`src/rtl/pciecfg_pkg.sv`:
```
// Shared types and constants for the PCIe configuration-access channel.
// The request entry carries the raw L2-L4 header so the core can build the reply.
package pciecfg_pkg;

    localparam logic [15:0] ETHERTYPE_IPV4 = 16'h0800;
    localparam logic [7:0]  IPPROTO_UDP    = 8'd17;
    localparam logic [7:0]  IP_VER_IHL     = 8'h45;
    localparam logic [7:0]  PCIECFG_OPC_RD = 8'h01;
    localparam logic [7:0]  PCIECFG_OPC_WR = 8'h02;

    // hdr holds frame byte n at hdr[8n+7:8n]
    typedef struct packed {
        logic [319:0] hdr;
        logic [15:0]  udp_check;
        logic [7:0]   opcode;
        logic [3:0]   byte_mask;
        logic [9:0]   dwaddr;
        logic [31:0]  data;
    } pciecfg_pkt_t;

    typedef struct packed {
        logic         data_valid;
        pciecfg_pkt_t pkt;
    } FIFO_PCIECFG_T;

    typedef enum logic [1:0] {S_IDLE, S_HDR, S_PAYLOAD, S_DRAIN} rx_state_t;

endpackage

```
`src/rtl/pciecfg_rx.sv`:
```
// Ingress parser: filters IPv4/UDP config frames off the MAC stream and
// writes one request entry per accepted frame into the core's FIFO.
module pciecfg_rx
    import pciecfg_pkg::*;
#(
    parameter logic [15:0] UDP_PORT = 16'h3000
) (
    input  logic          clk,
    input  logic          rst,
    input  logic [63:0]   s_axis_tdata,
    input  logic [7:0]    s_axis_tkeep,
    input  logic          s_axis_tvalid,
    input  logic          s_axis_tlast,
    output logic          s_axis_tready,
    output logic          fifo_pciecfg_i_wr_en,
    input  logic          fifo_pciecfg_i_full,
    output FIFO_PCIECFG_T fifo_pciecfg_i_din,
    output logic [31:0]   stat_rx_ok,
    output logic [31:0]   stat_rx_drop
);

    rx_state_t     state;
    logic [2:0]    cnt;
    logic          bad;
    logic [319:0]  hdr;
    logic [15:0]   udp_check;
    logic [7:0]    opcode;
    logic [3:0]    byte_mask;
    logic [9:0]    dwaddr;
    logic [31:0]   data;
    logic          hit;
    logic          bad_now;
    FIFO_PCIECFG_T entry;
    logic [63:0]   d;
    logic          unused;

    assign s_axis_tready = 1'b1;
    assign d             = s_axis_tdata;
    assign unused        = ^s_axis_tkeep[7:2];

    // Filter checks for the beat currently on the bus
    always_comb begin
        hit = 1'b0;
        case (state)
            S_HDR: begin
                case (cnt)
                    3'd1: hit = ({d[39:32], d[47:40]} != ETHERTYPE_IPV4) || (d[55:48] != IP_VER_IHL);
                    3'd2: hit = (d[63:56] != IPPROTO_UDP);
                    3'd4: hit = ({d[39:32], d[47:40]} != UDP_PORT);
                    default: hit = 1'b0;
                endcase
            end
            S_PAYLOAD: hit = (s_axis_tkeep[1:0] != 2'b11) ||
                             ((opcode != PCIECFG_OPC_RD) && (opcode != PCIECFG_OPC_WR));
            default: hit = 1'b0;
        endcase
    end

    assign bad_now = bad | hit;

    // The low data half is still on the bus when the frame ends on beat 6
    always_comb begin
        entry                = '0;
        entry.data_valid     = 1'b1;
        entry.pkt.hdr        = hdr;
        entry.pkt.udp_check  = udp_check;
        entry.pkt.opcode     = opcode;
        entry.pkt.byte_mask  = byte_mask;
        entry.pkt.dwaddr     = dwaddr;
        entry.pkt.data       = (state == S_PAYLOAD) ? {data[31:16], d[7:0], d[15:8]} : data;
    end

    always_ff @(posedge clk) begin
        if (rst) begin
            state                <= S_IDLE;
            cnt                  <= 3'd0;
            bad                  <= 1'b0;
            hdr                  <= '0;
            udp_check            <= '0;
            opcode               <= '0;
            byte_mask            <= '0;
            dwaddr               <= '0;
            data                 <= '0;
            fifo_pciecfg_i_wr_en <= 1'b0;
            fifo_pciecfg_i_din   <= '0;
            stat_rx_ok           <= '0;
            stat_rx_drop         <= '0;
        end else begin
            fifo_pciecfg_i_wr_en <= 1'b0;
            if (s_axis_tvalid) begin
                if (cnt != 3'd7) cnt <= cnt + 3'd1;
                bad <= bad_now;
                case (state)
                    S_IDLE: begin
                        hdr[63:0] <= d;
                        bad       <= 1'b0;
                        if (s_axis_tlast) begin
                            stat_rx_drop <= stat_rx_drop + 32'd1;
                            cnt          <= 3'd0;
                        end else begin
                            state <= S_HDR;
                        end
                    end
                    S_HDR: begin
                        case (cnt)
                            3'd1: hdr[127:64]  <= d;
                            3'd2: hdr[191:128] <= d;
                            3'd3: hdr[255:192] <= d;
                            3'd4: hdr[319:256] <= d;
                            default: begin
                                udp_check    <= {d[7:0], d[15:8]};
                                opcode       <= d[23:16];
                                byte_mask    <= d[27:24];
                                dwaddr       <= {d[33:32], d[47:40]};
                                data[31:16]  <= {d[55:48], d[63:56]};
                            end
                        endcase
                        if (s_axis_tlast) begin
                            stat_rx_drop <= stat_rx_drop + 32'd1;
                            state        <= S_IDLE;
                            cnt          <= 3'd0;
                        end else if (cnt == 3'd5) begin
                            state <= S_PAYLOAD;
                        end
                    end
                    S_PAYLOAD, S_DRAIN: begin
                        if (state == S_PAYLOAD) data[15:0] <= {d[7:0], d[15:8]};
                        if (s_axis_tlast) begin
                            state <= S_IDLE;
                            cnt   <= 3'd0;
                            if (!bad_now && !fifo_pciecfg_i_full) begin
                                fifo_pciecfg_i_wr_en <= 1'b1;
                                fifo_pciecfg_i_din   <= entry;
                                stat_rx_ok           <= stat_rx_ok + 32'd1;
                            end else begin
                                stat_rx_drop <= stat_rx_drop + 32'd1;
                            end
                        end else begin
                            state <= S_DRAIN;
                        end
                    end
                    default: state <= S_IDLE;
                endcase
            end
        end
    end

endmodule

```
`config.mk`:
```
export PLATFORM = sky130hd
export DESIGN_NAME = pciecfg_rx
export DESIGN_NICKNAME = d
export VERILOG_FILES = /design/src/rtl/pciecfg_pkg.sv /design/src/rtl/pciecfg_rx.sv
export SDC_FILE = /design/constraint.sdc
export NUM_CORES = 2
export LEC_CHECK = 0
export BUFFER_PORTS_ARGS = -buffer_cell sky130_fd_sc_hd__buf_4
export CAP_MARGIN = 20
export CORE_UTILIZATION = 40
export CTS_CLUSTER_SIZE = 10
export DETAILED_ROUTE_END_ITERATION = 10
export GPL_ROUTABILITY_DRIVEN = 0
export PLACE_DENSITY = 0.59
export SYNTH_ARGS = -nofsm -noshare
export SYNTH_HDL_FRONTEND = slang
export SYNTH_SLANG_ARGS = --single-unit
export TNS_END_PERCENT = 5
```
`constraint.sdc`:
```
create_clock -name clk -period 3.31 [get_ports clk]
set_input_delay 0.1655 -clock clk [delete_from_list [all_inputs] [get_ports clk]]
set_output_delay 0.1655 -clock clk [all_outputs]
set_load 0.005 [all_outputs]
```
==> run metrics <==
maximum VDD drop 0.394 mV; crit start category register; skew final 0.0212 ns; syn nets roughly 4100; clk sink count 852; max-cap viol count 0; die height 285 um; Syn-to-layout area delta 25.1%; core area between 70000 and 80000 um^2; Multi-input gate area ~13000 um^2; part of the Yosys area used for sequential elements 53.1%; Max clock buf depth 3; via count 30300; largest net degree at the start of global routing 113; Setup crit end kind register; Die ar. 81500 um^2; Avg WL per Cell 21.6 um; Primary FF master, synth dfxtp_1; Pwr Density 521 nW/um^2; drt total wl 117000 um; Async S/R FF share, synth 0%; Setup-failing EPs final 0; post-synthesis register bit count between 800 and 900; register area ~17000 um^2; reg-to-reg endpoint fifo_pciecfg_i_din[38]; fin area just over 40000 um^2; total CTS buffers 97; Routed Antenna Nets 0; layout cell share with drive strength beyond 1 16.7%; post_cts resized 0; count of pins over their slew limit 0; total negative slack 0 ns; status completed; leak pwr 14.1 nW; grt ovf 0; fin crit share around 87%; Post-DP Area 36800 um^2; Hold/Removal Path Class in2reg; hpwl dp 72400 um; DRT Pass-1 Iters 6; Tmin final 2.88 ns; vias in the first global route 27900; critical path arrival 3.44 ns; Tot GR Track Use 27.7%; leading cell type in the layout, fill and taps excluded dfxtp_1; Crit path required time around 3.9 ns; Via density around 5.6; Fillers roughly 7700; htree depth 3; clock slew at reported path FFs ~0.060 ns; reg2reg path depth 10; clock latency on the worst-skew pair 0.66 ns; DRC Markers 0; Slew HR 39.5%; Final nets 4454; Yosys Warn Count 0; Clk Tree Root Cell clkbuf_16; first-pass GRT wire length about 180000 um; number of flops mapped to enable cells by yosys 0; TritonCTS clock tree yes; reg-to-reg slack, setup 0.43 ns; final hold viol count 0; RSZ-0062 raised after global routing no; measured slew at the worst slew-check pin roughly 0.91 ns; io pins 534; antenna violations before repair 1; Post-Syn Instances 3999; commonest non-fill, non-tap cells in the layout dfxtp_1, a21oi_1, nand2_1; critical path type reg2reg; Core Rows 103; initial core utilization roughly two fifths; FF-to-FF Start state[0]; drt initial violations ~2400; Netlist cell types 50; critical path startpoint state[0]; mapped cell area 32100 um^2; worst setup path endpoint fifo_pciecfg_i_din[38]; syn_area_per_cell about 8 um^2; Max Clock Freq between 300 and 400 MHz; # port buffers 526; maximum fanout along the worst path just under 90; die width 285 um
[cell usage after synthesis, types with 2 or more instances]
master	n	area, um^2
dfxtp_1	852	17100
a21oi_1	850	4250
nand2_1	812	3050
nand3_1	397	1990
o21ai_0	370	1850
clkbuf_1	329	1230
o31ai_1	55	413
or4_1	54	405
buf_2	43	215
nand4_1	24	150
buf_4	18	135
a211oi_1	17	128
and3_1	17	106
mux2i_1	16	160
inv_1	15	56.3
ha_1	13	163
nor2_1	13	48.8
and2_1	12	75.1
nor3_1	11	55.1
o21ai_1	11	55.1
or3_1	9	56.3
buf_1	8	30.0
and4_1	7	61.3
nor4b_1	4	35.0
buf_6	3	33.8
nor4_1	3	18.8
a21o_1	2	15.0
a311oi_1	2	17.5
a31o_1	2	17.5
a31oi_1	2	12.5
mux2_1	2	22.5
nand2b_1	2	12.5
nand4b_1	2	17.5
nor2b_1	2	12.5
nor3b_1	2	15.0
o41ai_1	2	17.5
or2_2	2	12.5
or3b_2	2	17.5
[critical path: stages (launching register included)]
cell and delay (ns):
dfxtp_1 0.35, inv_1 0.10, ha_1 0.34, nor2_1 0.26, nor3_1 0.08, buf_4 0.16
nand3_4 0.14, buf_4 0.24, buf_4 0.71, o21ai_0 0.17, a21oi_1 0.20
[registers in the layout, summed over array words and instances, names as in the netlist]
register,cells
stat_rx_drop,32
hdr,320
dwaddr,10
opcode,8
bad,1
fifo_pciecfg_i_din,391
stat_rx_ok,32
state,2
byte_mask,4
cnt,3
udp_check,16
data,32
fifo_pciecfg_i_wr_en,1
[worst min path at each step]
stage | startpoint | to | slack [ns] | cells past startpoint
floorplan | s_axis_tdata[24] | byte_mask[0] | 0.30 | 2
global placement | data[4] | data[4] | 0.44 | 2
detailed placement | data[11] | data[11] | 0.45 | 2
CTS | fifo_pciecfg_i_full | fifo_pciecfg_i_din[294] | 0.21 | 6
global route | fifo_pciecfg_i_full | fifo_pciecfg_i_din[294] | 0.26 | 6
finish | fifo_pciecfg_i_full | fifo_pciecfg_i_din[295] | 0.26 | 6
[timing repair]
| action | CTS | global route |
|---|---|---|
| hold buffers | 67 | 0 |
| setup buffers | 0 | 0 |
| hold endpoints to repair | 441 | 0 |
[cell type report]
class                           count  share of cell area [%]
Timing Repair Buffer              667                    14.0
Clock inverter                      8                   0.320
Inverter                           15                   0.140
Multi-Input combinational cell   2731                    33.5
Antenna cell                        1                 0.00622
Clock buffer                      114                    6.39
Sequential cell                   852                    42.4
Tap cell                         1050                    3.27
[logic make-up after synthesis]
logic type / count (synthesis) / synth area share (%)
muxes: 18 / 0.568
other: 1 / 0.0117
and+or+nand+nor: 1381 / 19.3
buffers and inverters: 416 / 5.31
DFF: 852 / 53.1
xor gates and xnor gates: 1 / 0.0273
AOI/OAI and AO/OA: 1317 / 21.3
adders and majority gates: 13 / 0.506
[power by group]
part | switching, mW | internal (mW)
logic | 0.683 | 0.254
clock network | 4.20 | 5.43
registers | 0.0486 | 10.4
[stage by stage]
step / util [%] / total power, mW / instances / hold slack [ns] / worst slack [ns]
final: 50.7 / 21.0 / 5438 / 0.259 / 0.433
after global routing: 50.7 / 21.6 / 5437 / 0.256 / 0.125
after CTS: 50.7 / 21.1 / 5437 / 0.214 / 0.415
after detailed placement: 46.5 / 11.5 / 5248 / 0.446 / 0.435
after global placement: 46.5 / 11.5 / 5248 / 0.442 / 0.504
after floorplan: - / 11.0 / 3999 / 0.301 / 0.709
[layer usage]
| layer | vias up | global-route usage [%] | wire length, um |
|---|---|---|---|
| li1 | 14500 | - | - |
| met1 | 14600 | 35.5 | 48800 |
| met2 | 928 | 44.6 | 55200 |
| met3 | 222 | 6.11 | 7980 |
| met4 | 2 | 12.1 | 5250 |
| met5 | - | 0 | 12 |
Power figures use the tool's default switching activity.
